## config.mk

```make
export PLATFORM = sky130hd
export DESIGN_NAME = multicycle_control_fsm_flat
export DESIGN_NICKNAME = d
export VERILOG_FILES = /design/src/rtl/multicycle_control_fsm_if.sv /design/src/rtl/multicycle_control_fsm.sv /design/src/flat_wrapper.sv
export SDC_FILE = /design/constraint.sdc
export NUM_CORES = 1
export LEC_CHECK = 0
export ABC_AREA = 1
export BUFFER_PORTS_ARGS = -buffer_cell sky130_fd_sc_hd__buf_2
export CAP_MARGIN = 25
export CORE_UTILIZATION = 47
export DETAILED_ROUTE_END_ITERATION = 8
export PLACE_DENSITY = 0.83
export SLEW_MARGIN = 20
export SYNTH_ARGS = -nofsm -noshare
export SYNTH_HDL_FRONTEND = slang
export SYNTH_SLANG_ARGS = --single-unit
```

## constraint.sdc

```tcl
create_clock -name clk -period 2.2 [get_ports clk]
set_input_delay 0.11 -clock clk [delete_from_list [all_inputs] [get_ports clk]]
set_output_delay 0.11 -clock clk [all_outputs]
set_load 0.01 [all_outputs]
```

## src/rtl/multicycle_control_fsm_if.sv

```systemverilog
// ---------------------------------------------------------------------------
// multicycle_control_fsm_if
// Bundles the signals between the multicycle core's main control FSM and its
// datapath.
//   master : the control FSM. It receives the instruction fields and the
//            datapath/memory status, and drives the mux selects, the write
//            enables, the ALU operation and the debug state.
//   slave  : the datapath/memory side (the mirror image of master).
// Status into the FSM : opcode, funct3, funct7_5, zero, mem_ready
// Controls out of it  : mem_read, mem_write, adr_src, ir_write, pc_write,
//                       reg_write, alu_src_a, alu_src_b, result_src,
//                       alu_operation, illegal_instr, state
// ---------------------------------------------------------------------------
interface multicycle_control_fsm_if;
    logic [6:0] opcode;
    logic [2:0] funct3;
    logic       funct7_5;
    logic       zero;
    logic       mem_ready;

    logic       mem_read;
    logic       mem_write;
    logic       adr_src;
    logic       ir_write;
    logic       pc_write;
    logic       reg_write;
    logic [1:0] alu_src_a;
    logic [1:0] alu_src_b;
    logic [1:0] result_src;
    logic [3:0] alu_operation;
    logic       illegal_instr;
    logic [3:0] state;

    modport master (
        input  opcode, funct3, funct7_5, zero, mem_ready,
        output mem_read, mem_write, adr_src, ir_write, pc_write, reg_write,
               alu_src_a, alu_src_b, result_src, alu_operation,
               illegal_instr, state
    );

    modport slave (
        output opcode, funct3, funct7_5, zero, mem_ready,
        input  mem_read, mem_write, adr_src, ir_write, pc_write, reg_write,
               alu_src_a, alu_src_b, result_src, alu_operation,
               illegal_instr, state
    );
endinterface

```

## src/rtl/multicycle_control_fsm.sv

```systemverilog
// ---------------------------------------------------------------------------
// multicycle_control_fsm
// Main control FSM of the multicycle RV32I-subset core (lw, sw, add/sub/and/or,
// addi/ori/andi, beq). It sequences fetch, decode, execute, memory and
// writeback. The outputs are Moore decodes of the state, except that
// mem_ready qualifies ir_write/pc_write in FETCH and zero qualifies pc_write
// in BEQ.
// Ports:
//   clk     : single clock, rising edge
//   reset_n : synchronous, active-low reset. While it is low, every output is
//             forced to 0 combinationally.
//   bus     : multicycle_control_fsm_if.master (instruction fields and status
//             in; mux selects, enables, ALU op and debug state out)
// Parameter:
//   HALT_ON_ILLEGAL : 1 = ILLEGAL is held until reset, 0 = ILLEGAL lasts one
//                     cycle and then the FSM returns to FETCH.
// ---------------------------------------------------------------------------
module multicycle_control_fsm #(
    parameter bit HALT_ON_ILLEGAL = 1'b1
) (
    input  logic                          clk,
    input  logic                          reset_n,
    multicycle_control_fsm_if.master      bus
);

    typedef enum logic [3:0] {
        S_FETCH    = 4'd0,
        S_DECODE   = 4'd1,
        S_MEMADR   = 4'd2,
        S_MEMREAD  = 4'd3,
        S_MEMWB    = 4'd4,
        S_MEMWRITE = 4'd5,
        S_EXECUTER = 4'd6,
        S_EXECUTEI = 4'd7,
        S_ALUWB    = 4'd8,
        S_BEQ      = 4'd9,
        S_ILLEGAL  = 4'd15
    } state_t;

    localparam logic [6:0] OP_LW     = 7'b0000011;
    localparam logic [6:0] OP_SW     = 7'b0100011;
    localparam logic [6:0] OP_RTYPE  = 7'b0110011;
    localparam logic [6:0] OP_ITYPE  = 7'b0010011;
    localparam logic [6:0] OP_BRANCH = 7'b1100011;

    localparam logic [3:0] ALU_AND = 4'b0000;
    localparam logic [3:0] ALU_OR  = 4'b0001;
    localparam logic [3:0] ALU_ADD = 4'b0010;
    localparam logic [3:0] ALU_SUB = 4'b0110;

    state_t state_reg;
    state_t state_next;

    // Instruction decode. The IR is stable from the cycle after its write,
    // so these are valid from DECODE onwards.
    logic       r_legal;
    logic       i_legal;
    logic [3:0] r_alu_op;
    logic [3:0] i_alu_op;

    always_comb begin
        r_legal  = 1'b0;
        r_alu_op = ALU_ADD;
        case ({bus.funct3, bus.funct7_5})
            4'b0000: begin r_legal = 1'b1; r_alu_op = ALU_ADD; end
            4'b0001: begin r_legal = 1'b1; r_alu_op = ALU_SUB; end
            4'b1100: begin r_legal = 1'b1; r_alu_op = ALU_OR;  end
            4'b1110: begin r_legal = 1'b1; r_alu_op = ALU_AND; end
            default: begin r_legal = 1'b0; r_alu_op = ALU_ADD; end
        endcase
    end

    // For I-type, IR[30] is immediate data, so only funct3 selects the op.
    always_comb begin
        i_legal  = 1'b0;
        i_alu_op = ALU_ADD;
        case (bus.funct3)
            3'b000:  begin i_legal = 1'b1; i_alu_op = ALU_ADD; end
            3'b110:  begin i_legal = 1'b1; i_alu_op = ALU_OR;  end
            3'b111:  begin i_legal = 1'b1; i_alu_op = ALU_AND; end
            default: begin i_legal = 1'b0; i_alu_op = ALU_ADD; end
        endcase
    end

    always_ff @(posedge clk) begin
        if (!reset_n) begin
            state_reg <= S_FETCH;
        end else begin
            state_reg <= state_next;
        end
    end

    always_comb begin
        state_next         = S_FETCH;
        bus.mem_read       = 1'b0;
        bus.mem_write      = 1'b0;
        bus.adr_src        = 1'b0;
        bus.ir_write       = 1'b0;
        bus.pc_write       = 1'b0;
        bus.reg_write      = 1'b0;
        bus.alu_src_a      = 2'b00;
        bus.alu_src_b      = 2'b00;
        bus.result_src     = 2'b00;
        bus.alu_operation  = ALU_AND;
        bus.illegal_instr  = 1'b0;
        bus.state          = state_reg;

        case (state_reg)
            S_FETCH: begin
                // Read the instruction at PC and compute PC+4 on the ALU,
                // routed straight to the result bus; both the IR and the PC
                // load only in the cycle the memory completes.
                bus.mem_read      = 1'b1;
                bus.alu_src_b     = 2'b10;
                bus.alu_operation = ALU_ADD;
                bus.result_src    = 2'b10;
                bus.ir_write      = bus.mem_ready;
                bus.pc_write      = bus.mem_ready;
                state_next        = bus.mem_ready ? S_DECODE : S_FETCH;
            end
            S_DECODE: begin
                // OldPC + ImmExt: branch target lands in ALUOut for BEQ.
                bus.alu_src_a     = 2'b01;
                bus.alu_src_b     = 2'b01;
                bus.alu_operation = ALU_ADD;
                case (bus.opcode)
                    OP_LW, OP_SW: state_next = S_MEMADR;
                    OP_RTYPE:     state_next = r_legal ? S_EXECUTER : S_ILLEGAL;
                    OP_ITYPE:     state_next = i_legal ? S_EXECUTEI : S_ILLEGAL;
                    OP_BRANCH:    state_next = (bus.funct3 == 3'b000) ? S_BEQ : S_ILLEGAL;
                    default:      state_next = S_ILLEGAL;
                endcase
            end
            S_MEMADR: begin
                bus.alu_src_a     = 2'b10;
                bus.alu_src_b     = 2'b01;
                bus.alu_operation = ALU_ADD;
                state_next        = (bus.opcode == OP_LW) ? S_MEMREAD : S_MEMWRITE;
            end
            S_MEMREAD: begin
                bus.mem_read = 1'b1;
                bus.adr_src  = 1'b1;
                state_next   = bus.mem_ready ? S_MEMWB : S_MEMREAD;
            end
            S_MEMWB: begin
                bus.result_src = 2'b01;
                bus.reg_write  = 1'b1;
                state_next     = S_FETCH;
            end
            S_MEMWRITE: begin
                bus.mem_write = 1'b1;
                bus.adr_src   = 1'b1;
                state_next    = bus.mem_ready ? S_FETCH : S_MEMWRITE;
            end
            S_EXECUTER: begin
                bus.alu_src_a     = 2'b10;
                bus.alu_src_b     = 2'b00;
                bus.alu_operation = r_alu_op;
                state_next        = S_ALUWB;
            end
            S_EXECUTEI: begin
                bus.alu_src_a     = 2'b10;
                bus.alu_src_b     = 2'b01;
                bus.alu_operation = i_alu_op;
                state_next        = S_ALUWB;
            end
            S_ALUWB: begin
                bus.result_src = 2'b00;
                bus.reg_write  = 1'b1;
                state_next     = S_FETCH;
            end
            S_BEQ: begin
                // ALUOut still holds the target from DECODE; take it when
                // rs1 - rs2 is zero.
                bus.alu_src_a     = 2'b10;
                bus.alu_src_b     = 2'b00;
                bus.alu_operation = ALU_SUB;
                bus.result_src    = 2'b00;
                bus.pc_write      = bus.zero;
                state_next        = S_FETCH;
            end
            S_ILLEGAL: begin
                bus.illegal_instr = 1'b1;
                state_next        = HALT_ON_ILLEGAL ? S_ILLEGAL : S_FETCH;
            end
            default: begin
                state_next = S_FETCH;
            end
        endcase

        // Reset overrides everything, so an abandoned instruction cannot
        // complete an access in the reset cycle.
        if (!reset_n) begin
            bus.mem_read      = 1'b0;
            bus.mem_write     = 1'b0;
            bus.adr_src       = 1'b0;
            bus.ir_write      = 1'b0;
            bus.pc_write      = 1'b0;
            bus.reg_write     = 1'b0;
            bus.alu_src_a     = 2'b00;
            bus.alu_src_b     = 2'b00;
            bus.result_src    = 2'b00;
            bus.alu_operation = 4'b0000;
            bus.illegal_instr = 1'b0;
            bus.state         = 4'd0;
        end
    end

endmodule

```

## src/flat_wrapper.sv

```systemverilog
// flat-port wrapper written by rule: the top's interface ports become plain ports
module multicycle_control_fsm_flat 
#(
    parameter bit HALT_ON_ILLEGAL = 1'b1
)
  (clk, reset_n, bus_opcode, bus_funct3, bus_funct7_5, bus_zero, bus_mem_ready, bus_mem_read, bus_mem_write, bus_adr_src, bus_ir_write, bus_pc_write, bus_reg_write, bus_alu_src_a, bus_alu_src_b, bus_result_src, bus_alu_operation, bus_illegal_instr, bus_state);
  multicycle_control_fsm_if bus_i ();
  input  logic clk;
  input  logic reset_n;
  input wire logic [$bits(bus_i.opcode)-1:0] bus_opcode;
  input wire logic [$bits(bus_i.funct3)-1:0] bus_funct3;
  input wire logic [$bits(bus_i.funct7_5)-1:0] bus_funct7_5;
  input wire logic [$bits(bus_i.zero)-1:0] bus_zero;
  input wire logic [$bits(bus_i.mem_ready)-1:0] bus_mem_ready;
  output wire logic [$bits(bus_i.mem_read)-1:0] bus_mem_read;
  output wire logic [$bits(bus_i.mem_write)-1:0] bus_mem_write;
  output wire logic [$bits(bus_i.adr_src)-1:0] bus_adr_src;
  output wire logic [$bits(bus_i.ir_write)-1:0] bus_ir_write;
  output wire logic [$bits(bus_i.pc_write)-1:0] bus_pc_write;
  output wire logic [$bits(bus_i.reg_write)-1:0] bus_reg_write;
  output wire logic [$bits(bus_i.alu_src_a)-1:0] bus_alu_src_a;
  output wire logic [$bits(bus_i.alu_src_b)-1:0] bus_alu_src_b;
  output wire logic [$bits(bus_i.result_src)-1:0] bus_result_src;
  output wire logic [$bits(bus_i.alu_operation)-1:0] bus_alu_operation;
  output wire logic [$bits(bus_i.illegal_instr)-1:0] bus_illegal_instr;
  output wire logic [$bits(bus_i.state)-1:0] bus_state;
  assign bus_i.opcode = bus_opcode;
  assign bus_i.funct3 = bus_funct3;
  assign bus_i.funct7_5 = bus_funct7_5;
  assign bus_i.zero = bus_zero;
  assign bus_i.mem_ready = bus_mem_ready;
  assign bus_mem_read = bus_i.mem_read;
  assign bus_mem_write = bus_i.mem_write;
  assign bus_adr_src = bus_i.adr_src;
  assign bus_ir_write = bus_i.ir_write;
  assign bus_pc_write = bus_i.pc_write;
  assign bus_reg_write = bus_i.reg_write;
  assign bus_alu_src_a = bus_i.alu_src_a;
  assign bus_alu_src_b = bus_i.alu_src_b;
  assign bus_result_src = bus_i.result_src;
  assign bus_alu_operation = bus_i.alu_operation;
  assign bus_illegal_instr = bus_i.illegal_instr;
  assign bus_state = bus_i.state;
  multicycle_control_fsm #(.HALT_ON_ILLEGAL(HALT_ON_ILLEGAL)) u_core (.clk(clk), .reset_n(reset_n), .bus(bus_i));
endmodule
```

Word level (Yosys, flattened, before mapping)

Cells that the tools add are included.

Bits in registers: 4
Output and inout port bits: 21
Logic and storage cells: 70

Equal/unequal tests: 20
Mux-type cells: 36
Reduce and logical (&&, ||, !) cells: 13

Operators by type and width:

| operator           | count |
|---|---|
| $pmux 4 s7         | 1 |
| $eq 4x4->1 const B | 5 |
| $eq 4x3->1 const B | 4 |
| $mux 1             | 16 |
| $pmux 2 s2         | 4 |
| $pmux 4 s4         | 1 |
| $mux 3             | 5 |
| $eq 7x6->1 const B | 2 |
| $mux 4             | 3 |
| $pmux 3 s4         | 1 |
| $reduce_or 2->1    | 5 |
| $pmux 3 s3         | 1 |
| $reduce_or 3->1    | 3 |
| $eq 4x1->1 const B | 2 |
| $eq 4x2->1 const B | 2 |
| $logic_not 4->1    | 2 |
| $reduce_or 4->1    | 2 |
| $eq 7x2->1 const B | 1 |
| $eq 7x5->1 const B | 1 |
| $eq 7x7->1 const B | 1 |
| $eq 3x3->1 const B | 2 |
| $mux 2             | 3 |
| $logic_not 3->1    | 1 |
| $pmux 1 s2         | 1 |

Longest topological paths before layout

Gate-level depths: netlist (run 1).

Depth in word-level cells: 6
Mapped depth: 8
Gate-level depth less buffers: 8

Least setup slack after synthesis (run 1)

No wires, ideal clock.

Path type: flip-flop to output port
Start point: register u_core.state_reg[3]
End point: output bus_alu_operation[1]
Arrival time: 1.070 ns
Data required time: 2.090 ns
Setup slack: 1.020 ns
Stages on the path, launching flop included: 8
Buffers on the path: 0
Path through: dfxtp_1 inv_2 or2_1 nor2_2 inv_2 o211ai_2 a21oi_2 nor2_2

Cells in the longest elaborated chain, start to end: 4
Elaborated cells between the ends (all ways): 9

Ends and longest elaborated chain:

| element                            | line                          | source |
|---|---|---|
| start: declaration                 | multicycle_control_fsm.sv:51  | `state_t state_reg;` |
| start signal: assignment           | multicycle_control_fsm.sv:89  | `state_reg <= state_next;` |
| $eq 4x2->1 (tied with other cells) | multicycle_control_fsm.sv:108 | `case (state_reg)` |
| $reduce_or 3->1 (no source line)   | -                             |  |
| $pmux 3 s4 (*)                     | multicycle_control_fsm.sv:108 |  |
| $mux 3 (*)                         | multicycle_control_fsm.sv:193 | `if (!reset_n) begin` |
| end: declaration                   | flat_wrapper.sv:24            | `output wire logic [$bits(bus_i.alu_operation)-1:0] bus_alu_operation;` |

Every way passes the cells marked *; elsewhere a longest branch is shown, timed or not.

Final worst setup path (run 1)

Ends and elaborated chain as after synthesis.

==> results.txt, run 1 <==
The run finished with clean final reports. The wire length after detailed routing is around 1800 um. The area of the core is 1318 um2. Setup violations remaining at the end of the flow were counted as 0. The fraction of the core area covered by cells at the end of the flow is about two thirds. Global routing used between 20% and 30% of the available tracks across all layers. The biggest cell delay along the critical path came out at roughly 0.44 ns.

The leftover overflow at the end of global routing is 0. The worst setup path is captured at an output pin. The clock-pin transition on the worst setup and hold timing paths came out at roughly 0.04 ns. The fraction of registers with async set/reset came out at 0%. The critical path's top delay family is simple AND/OR/NAND/NOR gates. The initialized floorplan defines 13 standard-cell rows.

The width of the die is between 40 and 50 um. The number of antenna diodes in the final layout is 0. The CTS tree is done. The number of detailed-route iterations in the first pass is 4. The cell count after synthesis came out at roughly 120. At the worst endpoint, the required time is approximately 2.1 ns. The final routed wire length divided by cell count is between 10 and 15 um. The die area is about 1600 um2. Clock latency on the worst-skew pair, taken at its later pin, is 0.25 ns. The y dimension of the die came out at 40.02 um.

For the pin with the worst max-slew slack, the measured transition is 0.5076 ns. The final-report hold violation count came out at 0. The layout net count is around 170. The total count of max-transition violations in the final report is 0. The peak clock frequency supported by timing came out at ~0.60 GHz. In this run the worst hold path is classified as in -> reg. The leakage power figure came out at around 0.00052 uW. The minimum clock period came out at about 1.7 ns. The number of global-route vias before repair came to between 700 and 800. The worst voltage drop across the vdd grid came out at approximately 0.42 mV. The mapped cell area is between 600 and 700 um2. The most common library cell in the layout ignoring fill and taps is sky130_fd_sc_hd__buf_2. The final weighted congestion in routability-driven placement is 0.8174. The critical path goes through inv_2, or2_1, nor2_2, inv_2, o211ai_2, a21oi_2, nor2_2, buf_2. The part of the Yosys area used for sequential elements is roughly an eighth. The library cells used most frequently in the layout, excluding fill and tap cells, are 34 x sky130_fd_sc_hd__buf_2, 23 x sky130_fd_sc_hd__nor2_1, 22 x sky130_fd_sc_hd__nand2_1, 18 x sky130_fd_sc_hd__inv_1, 11 x sky130_fd_sc_hd__a21oi_1. The synthesized design spends more area on one cell type than any other, namely sky130_fd_sc_hd__nor2_1.

The worst setup path is launched from a flop. The number of antenna-violating nets in the routed design is 0. For this run, the leading register cell type out of synthesis is sky130_fd_sc_hd__dfxtp_1. The number of vias per cell is just over 5.

The effective utilization at floorplan is roughly half. The cell type of the slowest stage on the worst timing path is sky130_fd_sc_hd__dfxtp_1. The setup slack at placement is 0.7991 ns. The highest net fanout along the worst path is 4. Once the clock tree was built, the resizer swapped 0 gates to a different size. The initial detailed-routing violation count came out at 14.

The number of hold buffers added after CTS came out at 0. The distinct cell type count of the synthesized netlist is 28. The relative max-transition margin is 66.12%. The port buffer count is 34. The number of nets handed over by synthesis was ~140.

The number of flip-flops under the largest register name is 4. Cells with a size suffix above 1 make up 38.85% of the layout. In this run the power density over the cells is between 900 and 1000 nW/um2. The count of buffer and inverter cells on the critical path is 3. Entering global routing, the biggest net connects 16 pins. From synthesis to final layout, the design area changed by 28.36%. Detailed placement finished with a half-perimeter wire length of ~1500 um.

36 I/O pins were placed. The wire length of the first global-routing pass came out at just under 3000 um. The tree is rooted in a sky130_fd_sc_hd__clkbuf_4.

The number of buffers on the longest clock path is 2. CTS built an H-tree with a depth of 1. The final-layout setup total negative slack came out at 0 ns.

The worst path arrival time came out at between 1.5 and 2 ns. The period utilization is 76.08%. The max-cap violation count is 0. In this run, CTS created clock tree buffers numbering 3.

The sink count of the clock tree is 4. The setup slack of the critical path after layout came out at around 0.53 ns. In the post-synthesis netlist, the biggest area contributors are sky130_fd_sc_hd__nor2_1 13%, sky130_fd_sc_hd__nand2_1 12%, sky130_fd_sc_hd__dfxtp_1 12%.

After clock tree synthesis, the setup repair step added 0 buffers. After synthesis, the largest area contributor takes up 12.71% of total cell area. The number of flops mapped to enable cells by yosys is 0. By startpoint and endpoint, the worst setup path is classified as reg -> out. Synthesis inferred 4 register bits. A synthesized cell averages around 5.5 um2. Setup repair after global routing left no endpoint under its margin.

The number of synthesis warnings came out at 0. The initial antenna violation count is 0. The total vias in the final route came out at around 900. After detailed routing, the number of remaining DRC violations is 0.

The worst setup skew after layout is around 0.0067 ns.
## logic make-up after synthesis
kind of cell,share of synthesized area [%]
other,0.5520
and+or+nand+nor,46.96
AOI/OAI and AO/OA,23.94
DFF,11.79
buffers and inverters,16.76
## synthesized netlist by cell type, types with 2 or more instances
cell / instances
sky130_fd_sc_hd__nand3_1: 5
sky130_fd_sc_hd__nand2_1: 22
sky130_fd_sc_hd__buf_4: 2
sky130_fd_sc_hd__nand2_2: 2
sky130_fd_sc_hd__a21oi_1: 11
sky130_fd_sc_hd__nor2_2: 3
sky130_fd_sc_hd__inv_2: 6
sky130_fd_sc_hd__o21bai_1: 2
sky130_fd_sc_hd__o21ai_0: 4
sky130_fd_sc_hd__o211ai_2: 2
sky130_fd_sc_hd__nand2_4: 2
sky130_fd_sc_hd__nor2_4: 3
sky130_fd_sc_hd__inv_1: 18
sky130_fd_sc_hd__a21oi_2: 2
sky130_fd_sc_hd__dfxtp_1: 4
sky130_fd_sc_hd__nor2_1: 23
## stage by stage
| stage | power (uW) | hold slack [ns] | cells | area (um2) |
|---|---|---|---|---|
| CTS | 812.3 | 0.2628 | 172 | 872.1 |
| global route | 905.5 | 0.3015 | 172 | 872.1 |
| detailed placement | 718.5 | 0.5112 | 169 | 849.6 |
| global placement | 700.7 | 0.5014 | 169 | 849.6 |
| floorplan | 560.7 | 0.3146 | 123 | 679.4 |
| finish | 820.6 | 0.2605 | 172 | 872.1 |
## worst reg2reg max path, cell delays in order, from the launching register on
cell                      delay (ns)
sky130_fd_sc_hd__dfxtp_1        0.44
sky130_fd_sc_hd__inv_1          0.16
sky130_fd_sc_hd__nand2_4        0.12
sky130_fd_sc_hd__nor2_1         0.06
sky130_fd_sc_hd__nand2_1        0.09
sky130_fd_sc_hd__nand3_1        0.09
sky130_fd_sc_hd__nor2_1         0.11
sky130_fd_sc_hd__a21oi_1        0.08
## path summary, 6_finish.rpt
check                         endpoint  depth (start not counted)                 from  slack [ns]
setup / recovery  bus_alu_operation[1]                          8  u_core.state_reg[3]        0.53
hold / removal     u_core.state_reg[1]                          4        bus_mem_ready        0.26
setup reg to reg   u_core.state_reg[0]                          7  u_core.state_reg[1]        0.92
hold reg to reg    u_core.state_reg[2]                          4  u_core.state_reg[1]        0.77
## metal layers
layer  part of all wire [%]  up-vias  global-route usage (%)
met2                     54       28                   51.21
met4                    1.0        0                   11.21
met1                     42      406                   29.24
met5                      0        -                       0
met3                    3.4        2                   2.778
li1                       -      451                       -
## power breakdown
part           total [uW]  switching, uW  internal, uW
clock                97.6           36.2          61.4
sequential            167           65.1           102
combinational         556            347           209
total                 821            448           372
## area by class of cell
type                    instances  area, um2
multi-input cells              91      485.5
fillers                       125      445.4
repair buffers                 34      170.2
inverters                      25      95.09
flip-flops and latches          4      80.08
clock buffers                   3      22.52
well taps                      15      18.77
No activity file was read; power rests on OpenSTA's default activity.
==> run 2, diff against run 1 <==
--- a/config.mk
+++ b/config.mk
@@ -5,12 +5,12 @@
 export SDC_FILE = /design/constraint.sdc
 export NUM_CORES = 1
 export LEC_CHECK = 0
-export ABC_AREA = 1
+export ABC_AREA = 0
 export BUFFER_PORTS_ARGS = -buffer_cell sky130_fd_sc_hd__buf_2
 export CAP_MARGIN = 25
-export CORE_UTILIZATION = 47
+export CORE_UTILIZATION = 45
 export DETAILED_ROUTE_END_ITERATION = 8
-export PLACE_DENSITY = 0.83
+export PLACE_DENSITY = 0.79
 export SLEW_MARGIN = 20
 export SYNTH_ARGS = -nofsm -noshare
 export SYNTH_HDL_FRONTEND = slang
==> constraint.sdc (replaced) <==
create_clock -name clk -period 1.6 [get_ports clk]
set_input_delay 0.08 -clock clk [delete_from_list [all_inputs] [get_ports clk]]
set_output_delay 0.08 -clock clk [all_outputs]
set_load 0.01 [all_outputs]
==> run 2 against run 1 <==
Net effect: register-to-register slack got worse by 0.70 ns; highest routed layer is now met3; die area is 9.0% higher; non-clock buffer count grew 9; hold slack got worse by 0.048 ns.
==> results.txt, run 2 <==
The distinct cell type count of the synthesized netlist is 39 (+39%). The setup slack of the critical path after layout is 0.06798 ns (-0.4582 ns). The number of global-route vias before repair is 822 (+9.0%).

The mapped cell area is 711.9 um2 (+4.8%). The sink count of the clock tree came out at 4 (unchanged). The count of cells along the worst register-to-register path came out at 4 (-3). The critical path goes through nand2b_1, nor3_2, buf_4, a31o_2, buf_2. The largest net degree at the start of global routing is 18 (+2). The worst setup path is launched from a flop. The highest net fanout along the worst path is 15 (+11). The final-layout setup total negative slack came to 0 ns (unchanged).

The placed wire-length estimate after detailed placement is 1648 um (+8.1%). The total count of max-transition violations in the final report was 0 (unchanged). The worst setup skew after layout is 0.005475 ns (-0.001247 ns). The final cell count without fillers came to 164 (-4.7%). The final routed wire length divided by cell count is 13.57 um (+26%). The combined flip-flop and latch cell area is 95.09 um2 (+19%). The setup slack at placement came out at 0.04094 ns (-0.7581 ns).

The number of flops mapped to enable cells by yosys came out at 0 (unchanged). The worst setup slack for register-to-register paths came out at 0.22 ns (-0.70 ns). The run finished with clean final reports. The cell count after synthesis is 113 (-8.1%).

The CTS tree is done. The critical path is of the reg -> out type. The number of cells on the worst hold path came out at 3 (-1).

The count of fill cells added during filler insertion came out at 139 (+11%). The final weighted congestion in routability-driven placement is 0.8748 (+7.0%). The layout net count is 166 (-4.6%). The peak clock frequency supported by timing is 0.6527 GHz. The count of cells resized by post-cts repair came out at 5 (+5). The number of flip-flops under the largest register name was 4 (unchanged). In this design, the largest share of critical-path delay is due to flip-flops.

The required arrival time at the worst endpoint came out at 1.52 ns (-0.57 ns). The effective utilization at floorplan was 51.49% (-0.074 points). The fraction of post-synthesis cell area in the top cell type by area came out at 11.25% (-1.5 points). The number of clock buffers inserted by TritonCTS came out at 3 (unchanged). The flip-flop and latch count after synthesis is 4 (unchanged).

The minimum clock period came out at about 1.5 ns. The tree is rooted in a sky130_fd_sc_hd__clkbuf_4. The total global-route track usage came to 24.11% (-2.7 points).

The cell type of the slowest stage on the worst timing path is sky130_fd_sc_hd__dfxtp_4. The library cell used most frequently in the layout, excluding fill and tap cells, is sky130_fd_sc_hd__buf_2. In the layout the commonest cells are 34 x sky130_fd_sc_hd__buf_2, 11 x sky130_fd_sc_hd__nand2_1, 10 x sky130_fd_sc_hd__a21oi_1, 9 x sky130_fd_sc_hd__buf_4. The endpoint identified for the worst register-to-register timing path is u_core.state_reg[0].

The final routed DRC violation total is 0 (unchanged). After synthesis, the cell types taking the most area are sky130_fd_sc_hd__dfxtp_1 11%, sky130_fd_sc_hd__a21oi_1 7.0%, sky130_fd_sc_hd__nor3_1 7.0%. The worst setup path is captured at an output pin. The number of hold buffers added after CTS is 0 (unchanged). The maximum level of the CTS H-tree was 1 (unchanged). The wire length of the first global-routing pass is 3367 um (+13%). The source-to-sink clock delay at the later pin of the worst-skew pair came out at 0.24 ns (about the same). The fraction of registers with async set/reset came out at 0% (unchanged). The number of antenna-violating nets in the routed design was 0 (unchanged). The synthesis-to-finish area growth came out at 38.14%. The width of the die is 41.78 um (+4.4%). The largest total area in the synthesized netlist belongs to sky130_fd_sc_hd__dfxtp_1. For this run, the leading register cell type out of synthesis is sky130_fd_sc_hd__dfxtp_1. The combined area of the multi-input logic cells came to 598.1 um2 (+23%).

The max-cap violation count is 0 (unchanged). The initial detailed-routing violation count was 28 (+14). The die area came to 1745 um2 (+9.0%). In this run the critical register-to-register path is launched from u_core.state_reg[1]. The top-level I/O count came to 36 (unchanged). The min-delay analysis places its worst path in the category in -> reg. The number of synthesis warnings is 0 (unchanged). The number of vias per cell is 6.037 (+17%).

The leakage power figure came out at 0.0004680 uW (-10%). The final setup violation count came out at 0 (unchanged). The worst hold path begins at bus_opcode[6]. Among all cell types in the netlist, the one instantiated most often is sky130_fd_sc_hd__nand2_1. The number of antenna repair diodes is 0 (unchanged). The final-report hold violation count came to 0 (unchanged). The net count of the mapped netlist is 128 (-7.2%). The placed cell count is 161 (-4.7%). The fraction of final layout cells with drive strength greater than 1 was 41.61% (+2.8 points).

The y dimension of the die came to 41.78 um (+4.4%). The worst path arrival time is 1.45 ns (-0.11 ns). The number of setup buffers added after CTS is 0 (unchanged). The site row count is 13 (unchanged). The mean post-synth cell area is 6.300 um2 (+14%). The clock-pin transition on the worst setup and hold timing paths came out at 0.04 ns (about the same).

The part of the Yosys area used for sequential elements came to 11.25% (-0.54 points). The number of buffers on the longest clock path is 2 (unchanged). The initial antenna violation count is 0 (unchanged). The period utilization came out at about 96%.

For hold timing, the worst endpoint is u_core.state_reg[0]. The count of buffer and inverter cells on the critical path is 2 (-1). The port buffer count is 34 (unchanged). Ranked by instance count, the synthesized netlist is headed by 11 x sky130_fd_sc_hd__nand2_1, 10 x sky130_fd_sc_hd__a21oi_1, 10 x sky130_fd_sc_hd__nor3_1, 9 x sky130_fd_sc_hd__nor2_1. The total vias in the final route came out at 990 (+12%). The wire length after detailed routing came out at 2226 um (+20%).

The worst voltage drop across the vdd grid was 0.7340 mV (+75%). The biggest cell delay along the critical path came out at 0.42 ns (-0.02 ns). The number of detailed-route iterations in the first pass is 4 (unchanged). The leftover overflow at the end of global routing came out at 0 (unchanged). The area of the core is 1383 um2 (+4.9%). The total power per unit cell area came out at 1437 nW/um2 (+53%).
==> run 2: cell count changes in the layout (fill, tap and decap cells not counted), moves of 6 or more <==
cell | before | now
sky130_fd_sc_hd__and2_1 | 0 | 6
sky130_fd_sc_hd__buf_4 | 0 | 9
sky130_fd_sc_hd__nand2_1 | 22 | 11
sky130_fd_sc_hd__inv_2 | 6 | 0
sky130_fd_sc_hd__nor2_1 | 23 | 8
sky130_fd_sc_hd__nor3_1 | 1 | 8
sky130_fd_sc_hd__inv_1 | 18 | 3
==> run 2: how the worst max path moves through the flow <==
| stage | startpoint | to | slack (ns) | depth (start not counted) |
|---|---|---|---|---|
| floorplan | u_core.state_reg[1] | bus_alu_src_b[0] | 0.07 | 5 |
| global placement | bus_funct3[0] | u_core.state_reg[2] | 0.06 | 5 |
| detailed placement | bus_funct3[0] | u_core.state_reg[2] | 0.04 | 5 |
| CTS | u_core.state_reg[1] | bus_alu_operation[2] | 0.004 | 5 |
| global route | u_core.state_reg[1] | bus_alu_operation[2] | -0.0005 | 5 |
| finish | u_core.state_reg[1] | bus_pc_write | 0.07 | 5 |
==> run 2: per-stage QoR <==
step	util, %	hold WS (ns)	instance area, um2	total power (uW)
after floorplan	-	0.2328	711.9	878.1
after global placement	66.70	0.4541	922.1	1179
after detailed placement	66.70	0.4705	922.1	1204
after CTS	69.05	0.2151	954.7	1357
after global routing	71.13	0.2252	983.4	1522
final	71.13	0.2126	983.4	1414
==> run 2: where the power goes <==
| group | internal (uW) | leakage (uW) | switching (uW) |
|---|---|---|---|
| registers | 162 | 0.0000356 | 121 |
| logic | 468 | 0.000419 | 534 |
| clock network | 84.1 | 0.0000138 | 44.8 |
| total | 714 | 0.000468 | 700 |
==> run 2: per-layer routing <==
metal | track usage, % | routed length (um)
met1 | 27.79 | 895
met2 | 42.19 | 1168
met3 | 7.391 | 162
met4 | 7.097 | 0
met5 | 0 | 0
==> run 2: cell families (layout without fill, tap and decap cells) <==
family | count (synthesis) | count (layout) | synth area share (%)
AOI/OAI and AO/OA | 32 | 32 | 29.88
xor gates and xnor gates | 2 | 2 | 2.461
buffers and inverters | 13 | 49 | 8.082
DFF | 4 | 4 | 11.25
other | 1 | 1 | 0.5267
and+or+nand+nor | 61 | 61 | 47.80
==> run 2: area by class of cell <==
class	count	share of cell area, %
Inverter	3	1.145
Sequential cell	4	9.669
Clock buffer	3	2.290
Tap cell	15	1.908
Multi-Input combinational cell	96	60.81
Timing Repair Buffer	43	24.17
==> run 2: worst min-delay path, delay by kind of cell <==
kind / cells / cell delay [ns]
AO/OA/AOI/OAI: 1 / 0.07
AND/OR/NAND/NOR: 1 / 0.11
buffers and inverters: 1 / 0.14
==> run 3, diff against run 2 <==
==> constraint.sdc (replaced) <==
create_clock -name clk -period 1.45 [get_ports clk]
set_input_delay 0.0725 -clock clk [delete_from_list [all_inputs] [get_ports clk]]
set_output_delay 0.0725 -clock clk [all_outputs]
set_load 0.01 [all_outputs]
==> run 3 against run 2 <==
Net effect: the flow now finishes with violations (setup timing); flip-flop and latch count stayed put; register-to-register slack got worse by 0.29 ns; clock power increased by 19%; hold slack worse by 0.025 ns; cell area increased by 28%; critical path depth decreased by 1; first-iteration DRC count up 100%; largest cell class unchanged.
==> results.txt, run 3 (synthesized netlist as in run 2, its figures left out) <==
The flow ran to the end, but the final reports show violations. The final reports fail on setup timing. The biggest cell delay along the critical path came out at 0.49 ns (+0.07 ns). The leakage power figure is 0.0005886 uW (+26%). The startpoint kind of the worst setup timing path is a flop. The number of global-route vias before repair is 1099 (+34%). Counting I/O delays and the setup requirement, the final critical path takes between 1.5 and 2 ns. The required arrival time at the worst endpoint was 1.61 ns (+0.09 ns). The count of cells along the worst register-to-register path came out at 4 (unchanged). The effective utilization at floorplan was 51.49% (unchanged). The final routed wire length divided by cell count is 18.10 um (+33%). The number of detailed-route iterations in the first pass was 4 (unchanged). The final routed DRC violation total came out at 0 (unchanged). The number of clock buffers inserted by TritonCTS came out at 3 (unchanged). The y dimension of the die came to 41.78 um (unchanged). The count of fill cells added during filler insertion is 54 (-61%). The number of vias per cell came out at 6.404 (+6.1%). Derived from the worst setup path, the maximum achievable clock frequency is 0.6574 GHz. The number of flip-flops under the largest register name is 4 (unchanged).

The library cell used most frequently in the layout, excluding fill and tap cells, is sky130_fd_sc_hd__buf_2. The worst register-to-register path ends at u_core.state_reg[1]. The port buffer count was 34 (unchanged). The final critical path takes up 104.9% of the cycle.

The source-to-sink clock delay at the later pin of the worst-skew pair came to 0.25 ns (about the same). The startpoint of the worst hold path is bus_opcode[6]. The wire length after detailed routing came out at 3312 um (+49%). The combined flip-flop and latch cell area came to 95.09 um2 (unchanged). The final setup violation count was 8 (+8). The cell type of the slowest stage on the worst timing path is sky130_fd_sc_hd__or3_2. The site row count came to 13 (unchanged). The cell sitting at the root of the clock tree is a sky130_fd_sc_hd__clkbuf_4.

The width of the die was 41.78 um (unchanged). The number of hold buffers added after CTS is 0 (unchanged). The final-report hold violation count is 0 (unchanged). The worst path arrival time came out at 1.68 ns (+0.23 ns).

The final weighted congestion in routability-driven placement came out at 0.8892 (+1.6%). The total vias in the final route came out at 1172 (+18%). The leftover overflow at the end of global routing came out at 0 (unchanged). The number of antenna repair diodes came out at 0 (unchanged). The initial antenna violation count is 0 (unchanged). The highest net fanout along the worst path came out at 7 (-8). The final hold slack is 0.1879 ns (-0.02470 ns). The worst setup path is captured at a flop. The clock-pin transition on the worst setup and hold timing paths was 0.05 ns (about the same). Compared with the post-synthesis result, the final layout area differs by 76.80%.

The area of the core came out at 1383 um2 (unchanged). The startpoint of the worst-slack reg-to-reg timing path is u_core.state_reg[0]. The critical path goes through or3_2, nor4_2, o21ai_0, a21oi_1. The maximum level of the CTS H-tree came out at 1 (unchanged). The worst voltage drop across the vdd grid came to 1.232 mV (+68%).

The total power per unit cell area is 1729 nW/um2 (+20%). The number of cells on the worst hold path came to 3 (unchanged). The initial detailed-routing violation count is 57 (+100%).

The fraction of final layout cells with drive strength greater than 1 came to 56.55% (+15 points). The post-layout total power came out at 2176 uW (+54%). The number of buffers on the longest clock path is 2 (unchanged).

The worst setup skew after layout came out at 0.005807 ns (+0.0003316 ns). The largest net degree at the start of global routing is 18 (unchanged). The max-cap violation count is 0 (unchanged).

The classification of the worst setup path is reg -> reg. The worst setup slack for register-to-register paths came out at -0.07 ns (-0.29 ns). The combined area of the multi-input logic cells is 704.4 um2 (+18%). The sink count of the clock tree is 4 (unchanged). The path with the worst hold slack has its endpoint at u_core.state_reg[0]. The setup slack of the critical path after layout came out at -0.07114 ns (-0.1391 ns).

The total count of max-transition violations in the final report came to 0 (unchanged). The total global-route track usage came to 37.71% (+14 points). The top-level I/O count is 36 (unchanged).

The min-delay analysis places its worst path in the category in -> reg. In the layout the commonest cells are 34 x sky130_fd_sc_hd__buf_2, 22 x sky130_fd_sc_hd__buf_4, 11 x sky130_fd_sc_hd__nand2_1, 9 x sky130_fd_sc_hd__a21oi_1, 7 x sky130_fd_sc_hd__nor3_1. TritonCTS built the clock tree.

The wire length of the first global-routing pass came out at 5099 um (+51%). The number of antenna-violating nets in the routed design came out at 0 (unchanged). The die area is 1745 um2 (unchanged). Setup repair after global routing could not meet its margin everywhere. The layout net count is 185 (+11%). The placed wire-length estimate after detailed placement is 1730 um (+5.0%).
run 3: area by class of cell:
class	count	area share [%]
clock buffers	3	1.789
inverters	3	0.8946
multi-input cells	96	55.96
flip-flops and latches	4	7.555
well taps	15	1.491
repair buffers	62	32.31
run 3: layer usage:
layer	part of all wire, %	track usage [%]	up-vias
met3	9.9	6.522	41
met2	47	65.94	106
met5	0	0	-
met1	34	40.63	513
li1	-	-	512
met4	9.2	25.81	0
run 3: worst max-delay path: cells and delay by family, from the launching register on:
kind,cells,cell delay (ns)
AOI/OAI and AO/OA,2,0.35
DFF,1,0.38
and+or+nand+nor,2,0.70
run 3: per-stage QoR:
stage               setup TNS, ns  cells  util, %  cell area [um2]  setup WS (ns)
global route              -0.6572    183    91.04             1259        -0.1383
finish                    -0.2932    183    91.04             1259       -0.07114
floorplan                       0    113        -            718.2       0.006372
global placement         -0.06227    171    72.49             1002       -0.06227
detailed placement       -0.07755    171    72.49             1002       -0.07150
CTS                      -0.03309    181    82.53             1141       -0.03021
run 3: what timing repair did:
action	in CTS	in global routing
buffers inserted	7	2
pin swaps	8	8
endpoints found under the setup margin	15	13
resized for setup	20	23
gates cloned	0	0
run 3: how the worst max path moves through the flow:
stage	to	startpoint	slack [ns]	depth (start not counted)
floorplan	bus_alu_operation[0]	u_core.state_reg[2]	0.006	4
global placement	u_core.state_reg[2]	bus_funct3[0]	-0.06	5
detailed placement	u_core.state_reg[2]	bus_funct3[0]	-0.07	5
CTS	bus_pc_write	u_core.state_reg[3]	-0.03	5
global route	bus_alu_operation[2]	u_core.state_reg[1]	-0.14	5
finish	u_core.state_reg[1]	u_core.state_reg[0]	-0.07	4
run 3: where the power goes:
part	internal, uW	switching [uW]	total, uW	leakage (uW)
registers	178	116	294	0.0000356
logic	843	886	1730	0.000539
clock network	93.6	59.9	153	0.0000138
total	1110	1060	2180	0.000589
